`src/rtl/icache_pkg.sv`:
```
// icache_pkg: shared sizing constants and types for the instruction cache.
// Optional feature macro: ICACHE_PREFETCH_EN (next-line prefetch after a demand fill).
package icache_pkg;

  localparam int XLEN      = 32;
  localparam int NUM_LINES = 32;
  localparam int IDX_W     = $clog2(NUM_LINES);
  localparam int MEM_TAG_W = 4;
  localparam int TAG_W     = XLEN - 3 - IDX_W;

  typedef enum logic [1:0] {
    BUS_NONE  = 2'h0,
    BUS_LOAD  = 2'h1,
    BUS_STORE = 2'h2
  } BUS_COMMAND;

  typedef enum logic [2:0] {
    IDLE    = 3'd0,
    REQ     = 3'd1,
    WAIT    = 3'd2,
    PF_REQ  = 3'd3,
    PF_WAIT = 3'd4
  } ICACHE_STATE;

  typedef struct packed {
    logic             valid;
    logic [TAG_W-1:0] tag;
    logic [63:0]      data;
  } ICACHE_LINE;

endpackage

```
`src/rtl/icache_array.sv`:
```
// icache_array: direct-mapped line storage with one combinational read port and one write port.
// Only the valid bits are cleared by reset; tag/data are qualified by valid.
// Optional feature macro: ICACHE_PREFETCH_EN adds a second read port used to probe the next line.
module icache_array
  import icache_pkg::*;
(
  input  logic             clock,
  input  logic             reset,
  input  logic [IDX_W-1:0] rd_idx,
  output ICACHE_LINE       rd_line,
`ifdef ICACHE_PREFETCH_EN
  input  logic [IDX_W-1:0] probe_idx,
  output ICACHE_LINE       probe_line,
`endif
  input  logic             wr_en,
  input  logic [IDX_W-1:0] wr_idx,
  input  ICACHE_LINE       wr_line
);

  logic [NUM_LINES-1:0] valid_q;
  logic [NUM_LINES-1:0] valid_d;
  logic [TAG_W-1:0]     tag_mem  [NUM_LINES];
  logic [63:0]          data_mem [NUM_LINES];

  // Next valid vector: a write sets the addressed line's valid bit.
  always_comb begin
    valid_d = valid_q;
    if (wr_en) begin
      valid_d[wr_idx] = wr_line.valid;
    end
  end

  // Valid bits are the only stored state that reset must clear.
  always_ff @(posedge clock or negedge reset) begin
    if (!reset) begin
      valid_q <= '0;
    end else begin
      valid_q <= valid_d;
    end
  end

  // Tag and data storage, written on a fill.
  always_ff @(posedge clock) begin
    if (wr_en) begin
      tag_mem[wr_idx]  <= wr_line.tag;
      data_mem[wr_idx] <= wr_line.data;
    end
  end

  assign rd_line.valid = valid_q[rd_idx];
  assign rd_line.tag   = tag_mem[rd_idx];
  assign rd_line.data  = data_mem[rd_idx];

`ifdef ICACHE_PREFETCH_EN
  assign probe_line.valid = valid_q[probe_idx];
  assign probe_line.tag   = tag_mem[probe_idx];
  assign probe_line.data  = data_mem[probe_idx];
`endif

endmodule

```
`src/rtl/icache.sv`:
```
// icache: direct-mapped instruction cache with one outstanding miss, hit-under-miss,
// and same-cycle bypass of fill data to the fetch stage.
// Optional feature macro: ICACHE_PREFETCH_EN (next-line prefetch after each demand fill).
module icache
  import icache_pkg::*;
(
  input  logic                 clock,
  input  logic                 reset,
  input  logic [XLEN-1:0]      proc2Icache_addr,
  input  logic                 proc2Icache_req,
  input  logic [MEM_TAG_W-1:0] mem2Icache_response,
  input  logic [63:0]          mem2Icache_data,
  input  logic [MEM_TAG_W-1:0] mem2Icache_tag,
  output logic [63:0]          Icache_data_out,
  output logic                 Icache_valid_out,
  output logic [1:0]           Icache2mem_command,
  output logic [XLEN-1:0]      Icache2mem_addr
);

  ICACHE_STATE          state_q, state_d;
  logic [XLEN-1:0]      miss_addr_q, miss_addr_d;
  logic [MEM_TAG_W-1:0] pending_tag_q, pending_tag_d;
  logic [1:0]           command_q, command_d;
  logic [XLEN-1:0]      mem_addr_q, mem_addr_d;

  ICACHE_LINE           rd_line;
  ICACHE_LINE           wr_line;
  logic                 fill_now;
  logic [XLEN-4:0]      fill_line;
  logic                 hit;
  logic                 bypass;
  logic                 unused_offset;

`ifdef ICACHE_PREFETCH_EN
  logic [MEM_TAG_W-1:0] pf_tag_q, pf_tag_d;
  logic [XLEN-4:0]      pf_line;
  ICACHE_LINE           probe_line;
  logic                 pf_resident;
  logic                 unused_probe_data;
`endif

  // The byte offset within a line never affects lookup.
  assign unused_offset = ^proc2Icache_addr[2:0];

`ifdef ICACHE_PREFETCH_EN
  assign pf_line           = miss_addr_q[XLEN-1:3] + 1'b1;
  assign pf_resident       = probe_line.valid && (probe_line.tag == pf_line[XLEN-4:IDX_W]);
  assign unused_probe_data = ^probe_line.data;
  assign fill_line         = (state_q == PF_WAIT) ? pf_line : miss_addr_q[XLEN-1:3];
`else
  assign fill_line         = miss_addr_q[XLEN-1:3];
`endif

  assign wr_line.valid = 1'b1;
  assign wr_line.tag   = fill_line[XLEN-4:IDX_W];
  assign wr_line.data  = mem2Icache_data;

  icache_array u_array (
    .clock      (clock),
    .reset      (reset),
    .rd_idx     (proc2Icache_addr[3+IDX_W-1:3]),
    .rd_line    (rd_line),
`ifdef ICACHE_PREFETCH_EN
    .probe_idx  (pf_line[IDX_W-1:0]),
    .probe_line (probe_line),
`endif
    .wr_en      (fill_now),
    .wr_idx     (fill_line[IDX_W-1:0]),
    .wr_line    (wr_line)
  );

  assign hit    = proc2Icache_req && rd_line.valid &&
                  (rd_line.tag == proc2Icache_addr[XLEN-1:3+IDX_W]);
  assign bypass = fill_now && proc2Icache_req && (proc2Icache_addr[XLEN-1:3] == fill_line);

  // Fetch response: fill data being written wins over the (pre-write) array content.
  always_comb begin
    Icache_valid_out = 1'b0;
    Icache_data_out  = '0;
    if (bypass) begin
      Icache_valid_out = 1'b1;
      Icache_data_out  = mem2Icache_data;
    end else if (hit) begin
      Icache_valid_out = 1'b1;
      Icache_data_out  = rd_line.data;
    end
  end

  // Miss FSM next-state: launch in IDLE, retry the bus request until accepted, then wait for the tag.
  always_comb begin
    state_d       = state_q;
    miss_addr_d   = miss_addr_q;
    pending_tag_d = pending_tag_q;
    fill_now      = 1'b0;
`ifdef ICACHE_PREFETCH_EN
    pf_tag_d      = pf_tag_q;
`endif
    case (state_q)
      IDLE: begin
        if (proc2Icache_req && !hit) begin
          miss_addr_d = {proc2Icache_addr[XLEN-1:3], 3'b000};
          state_d     = REQ;
        end
      end
      REQ: begin
        if (mem2Icache_response != '0) begin
          pending_tag_d = mem2Icache_response;
          state_d       = WAIT;
        end
      end
      WAIT: begin
        if ((pending_tag_q != '0) && (mem2Icache_tag == pending_tag_q)) begin
          fill_now      = 1'b1;
          pending_tag_d = '0;
`ifdef ICACHE_PREFETCH_EN
          state_d       = pf_resident ? IDLE : PF_REQ;
`else
          state_d       = IDLE;
`endif
        end
      end
`ifdef ICACHE_PREFETCH_EN
      PF_REQ: begin
        if (mem2Icache_response != '0) begin
          pf_tag_d = mem2Icache_response;
          state_d  = PF_WAIT;
        end
      end
      PF_WAIT: begin
        if ((pf_tag_q != '0) && (mem2Icache_tag == pf_tag_q)) begin
          fill_now = 1'b1;
          pf_tag_d = '0;
          state_d  = IDLE;
        end
      end
`endif
      default: state_d = IDLE;
    endcase

    command_d  = BUS_NONE;
    mem_addr_d = mem_addr_q;
    if (state_d == REQ) begin
      command_d  = BUS_LOAD;
      mem_addr_d = miss_addr_d;
    end
`ifdef ICACHE_PREFETCH_EN
    else if (state_d == PF_REQ) begin
      command_d  = BUS_LOAD;
      mem_addr_d = {pf_line, 3'b000};
    end
`endif
  end

  // State, miss bookkeeping and registered bus outputs.
  always_ff @(posedge clock or negedge reset) begin
    if (!reset) begin
      state_q       <= IDLE;
      miss_addr_q   <= '0;
      pending_tag_q <= '0;
      command_q     <= BUS_NONE;
      mem_addr_q    <= '0;
`ifdef ICACHE_PREFETCH_EN
      pf_tag_q      <= '0;
`endif
    end else begin
      state_q       <= state_d;
      miss_addr_q   <= miss_addr_d;
      pending_tag_q <= pending_tag_d;
      command_q     <= command_d;
      mem_addr_q    <= mem_addr_d;
`ifdef ICACHE_PREFETCH_EN
      pf_tag_q      <= pf_tag_d;
`endif
    end
  end

  assign Icache2mem_command = command_q;
  assign Icache2mem_addr    = mem_addr_q;

endmodule

```
`config.mk`:
```
export PLATFORM = sky130hd
export DESIGN_NAME = icache
export DESIGN_NICKNAME = d
export VERILOG_FILES = /design/src/rtl/icache_pkg.sv /design/src/rtl/icache_array.sv /design/src/rtl/icache.sv
export SDC_FILE = /design/constraint.sdc
export NUM_CORES = 2
export LEC_CHECK = 0
export ABC_CLOCK_PERIOD_IN_PS = 5600
export CAP_MARGIN = 20
export CORE_UTILIZATION = 40
export CTS_BUF_LIST = sky130_fd_sc_hd__clkbuf_4 sky130_fd_sc_hd__clkbuf_8 sky130_fd_sc_hd__clkbuf_16
export CTS_CLUSTER_DIAMETER = 50
export DETAILED_ROUTE_END_ITERATION = 10
export PLACE_DENSITY = 0.62
export SYNTH_ARGS = -nofsm -noshare
export SYNTH_HDL_FRONTEND = slang
export SYNTH_SLANG_ARGS = --single-unit
export TNS_END_PERCENT = 10
```
`constraint.sdc`:
```
create_clock -name clock -period 5.6 [get_ports clock]
set_input_delay 1.12 -clock clock [delete_from_list [all_inputs] [get_ports clock]]
set_output_delay 1.12 -clock clock [all_outputs]
set_load 0.02 [all_outputs]
```
==> summary.md <==
| Metric | Value |
|---|---|
| Status | complete, but fails checks |
| Failing checks | setup timing |
| Worst Tran Pin Value | 1.15 ns |
| Primary FF master, synth | edfxtp_1 |
| Residual DRC | 0 |
| Top post-synthesis cells by count | edfxtp_1 (2,816), mux4_2 (790), mux2i_1 (194), dfrtp_1 (104), nand2_1 (103) |
| Initial antenna violation count | 8 |
| RSZ-0062 raised after global routing | yes |
| Seq cells post-synth | 2,920 |
| Synth Area in Compound Gates | 0.0121 |
| CTS Buffer Depth | 4 |
| Top Ports | 206 |
| First-pass GRT wire length | 428,000 µm |
| Synth top area share | 0.749 |
| Mux contribution to synthesized area | 0.185 |
| Register area share after synthesis | 0.772 |
| Final TNS setup | -0.141 ns |
| Fin crit share | 1.01 |
| Drt pass-1 iters | 8 |
| Setup violators final | 8 |
| CP Capture Type | output pin |
| Final Hold Viols | 0 |
| Cells on worst reg2reg path | 11 |
| Post-layout min period | 5.65 ns |
| Largest net degree at the start of global routing | 165 |
| Final slew viol count | 0 |
| Max Cap Violations | 0 |
| Die ar. | 284,000 µm² |
| Starting density of the core | 0.403 |
| Post-Synth Adder-Cell Area | 0 |
| Vias | 55,897 |
| Most frequent cell after synthesis | edfxtp_1 |
| Root buffer cell | clkbuf_16 |
| Post-synth EDFFs | 2,816 |
| WL final | 305,000 µm |
| Post-Syn Instances | 4,841 |
| Chip Height | 533 µm |
| Max_slew headroom | 0.233 |
| WP data required | 4.48 ns |
| Arrival @ worst endpoint | 4.53 ns |
| Crit-path max FO | 12 |
| Global Route Usage Sum | 0.212 |
| WL/cell | 31.7 µm |
| Chip width | 533 µm |
| Nets | 5,748 |
| GPL Wtd Cong | 0.806 |
| CTS sink count | 2,920 |
| Avg Cell Area, Syn | 23.3 µm² |
| Setup ws final | -0.0537 ns |
| Synth warnings | 0 |
| Core ar. | 280,000 µm² |
| DR vias/cell | 5.81 |
| Synth cell types | 61 |
| GRT overflow | 0 |
| Post-Synth XOR/XNOR Area | 0.00450 |
| Layout cells sized above 1 | 0.361 |
| Cell area after synthesis | 113,000 µm² |
| Largest family of logic cells by synthesized area | multiplexers |
| Core Rows | 194 |
| Simple-gate share of the synthesized area | 0.0136 |
| Vias in the first global route | 56,671 |
| Worst VDD drop | 245 µV |
| CTS Hold Bufs | 0 |
| Fin Clk Skew | 0.0655 ns |
| CTS tree | built |
| Synth area leaders | edfxtp_1 (75%), mux4_2 (16%), dfrtp_1 (2.3%), mux2i_1 (1.7%), mux2_2 (0.64%) |
| I/O Buffers | 201 |
| Pwr dens | 365 nW/µm² |
| Area growth syn-to-layout | 19.8% |
| Largest area contributor in the netlist | edfxtp_1 |
| Hold Crit Class | in -> async |
| Fmax | 177 MHz |
| Setup crit start kind | input pin |
| Crit path kind | in -> out |
| ANT nets after route | 0 |
| Leakage Power | 44.2 nW |
| Ys async rst share | 0.0356 |
| H-tree depth | 5 |
| Worst-Skew Late Latency | 0.88 ns |
| DP HPWL | 158,000 µm |
| TritonCTS Buffers | 335 |
| Reg clk slew, reported paths | 0.06 ns |
| Starting DRT DRC Count | 6,922 |
| Fin util | 0.483 |
==> flip-flops by register name, indices dropped and copies added, names as in the netlist <==
register and cells:
Icache2mem_command 1, u_array.data_mem 2048, miss_addr_q 32, pending_tag_q 4, Icache2mem_addr 32, state_q 3
u_array.valid_q 32, u_array.tag_mem 768
==> layout by cell type, fill, tap and decap left out, drive strengths merged, types with 21 or more instances in the layout <==
| master | Yosys | layout |
|---|---|---|
| o21ai | 81 | 81 |
| mux2i | 194 | 194 |
| inv | 5 | 31 |
| mux2 | 93 | 93 |
| xor2 | 21 | 21 |
| or2 | 33 | 33 |
| dfrtp | 104 | 104 |
| nand3 | 23 | 23 |
| a21oi | 23 | 23 |
| clkinv | 0 | 117 |
| clkbuf | 95 | 411 |
| nand2 | 103 | 103 |
| xnor2 | 37 | 37 |
| mux4 | 790 | 790 |
| clkdlybuf4s50 | 0 | 130 |
| a22oi | 49 | 49 |
| bufinv | 0 | 33 |
| buf | 163 | 583 |
| edfxtp | 2816 | 2816 |
| nor2 | 59 | 59 |
==> power by group <==
group	internal, mW	switching, mW
Combinational	1.32	1.72
Clock	13.1	8.67
Sequential	24.4	0.137
==> cell type report <==
cell class | count | area, µm²
diodes | 5 | 12.5
clock buffers | 408 | 9110
clock inverters | 187 | 1910
fillers | 22534 | 145000
inverters | 5 | 33.8
multi-input cells | 1659 | 24900
flip-flops and latches | 2920 | 87200
well taps | 3724 | 4660
repair buffers | 720 | 7450
==> path summary, 6_finish.rpt <==
path / startpoint / end / slack (ns)
setup / recovery: proc2Icache_addr[4] / Icache_data_out[55] / -0.05
max in group asynchronous: reset / Icache2mem_addr[1]$_DFFE_PN0N_ / 3.94
min in group clock: u_array.valid_q[3]$_DFFE_PN0P_ / u_array.valid_q[3]$_DFFE_PN0P_ / 0.46
hold reg to reg: u_array.valid_q[3]$_DFFE_PN0P_ / u_array.valid_q[3]$_DFFE_PN0P_ / 0.46
hold / removal: reset / miss_addr_q[22]$_DFF_PN0_ / 0.43
setup reg to reg: u_array.tag_mem[12][9]$_DFFE_PP_ / miss_addr_q[8]$_DFF_PN0_ / 2.07
==> worst max-delay path: stages <==
cell and delay, ns:
buf_16 0.14, buf_4 0.20, buf_12 0.17, mux4_2 0.51
nand2_1 0.08, a31oi_1 0.14, xor2_1 0.73, o41ai_4 0.17
and4_4 0.23, nand4b_4 0.10, buf_12 0.21, buf_12 0.22
o21ai_1 0.10, buf_4 0.17, buf_4 0.16
==> stage by stage <==
stage                     worst slack (ns)  instances  total power, mW  hold WS [ns]  area (µm²)
after floorplan                     -0.714       4842             26.6         0.439      113000
after global placement               -1.32       9004             27.9         0.451      123000
after detailed placement             -1.28       9004             28.0         0.454      123000
after CTS                          -0.0300       9609             49.6         0.392      135000
after global routing                -0.112       9625             50.7         0.462      135000
final                              -0.0537       9628             49.4         0.431      135000
==> per-layer routing <==
| layer | part of all wire | vias to the layer above | track usage |
|---|---|---|---|
| met2 | 0.49 | 2515 | 0.349 |
| met5 | 0.000072 | - | 0 |
| li1 | - | 22275 | - |
| met3 | 0.075 | 456 | 0.0321 |
| met1 | 0.41 | 30647 | 0.296 |
| met4 | 0.024 | 4 | 0.0527 |
==> kinds of logic (layout without fill, tap and decap cells) <==
group,after synthesis,after routing
other,1,7
buffers and inverters,263,1320
AND/OR/NAND/NOR,312,312
XOR/XNOR,58,58
multiplexers,1077,1077
AO/OA/AOI/OAI,210,210
flip-flops,2920,2920
==> repair_timing <==
action,in CTS,in global routing
endpoints found under the hold margin,0,0
resized for setup,335,65
setup endpoints to repair,65,64
cloned,5,2
setup buffers,6,9
pin swaps,4,7
(Power assumes the default switching activity.)
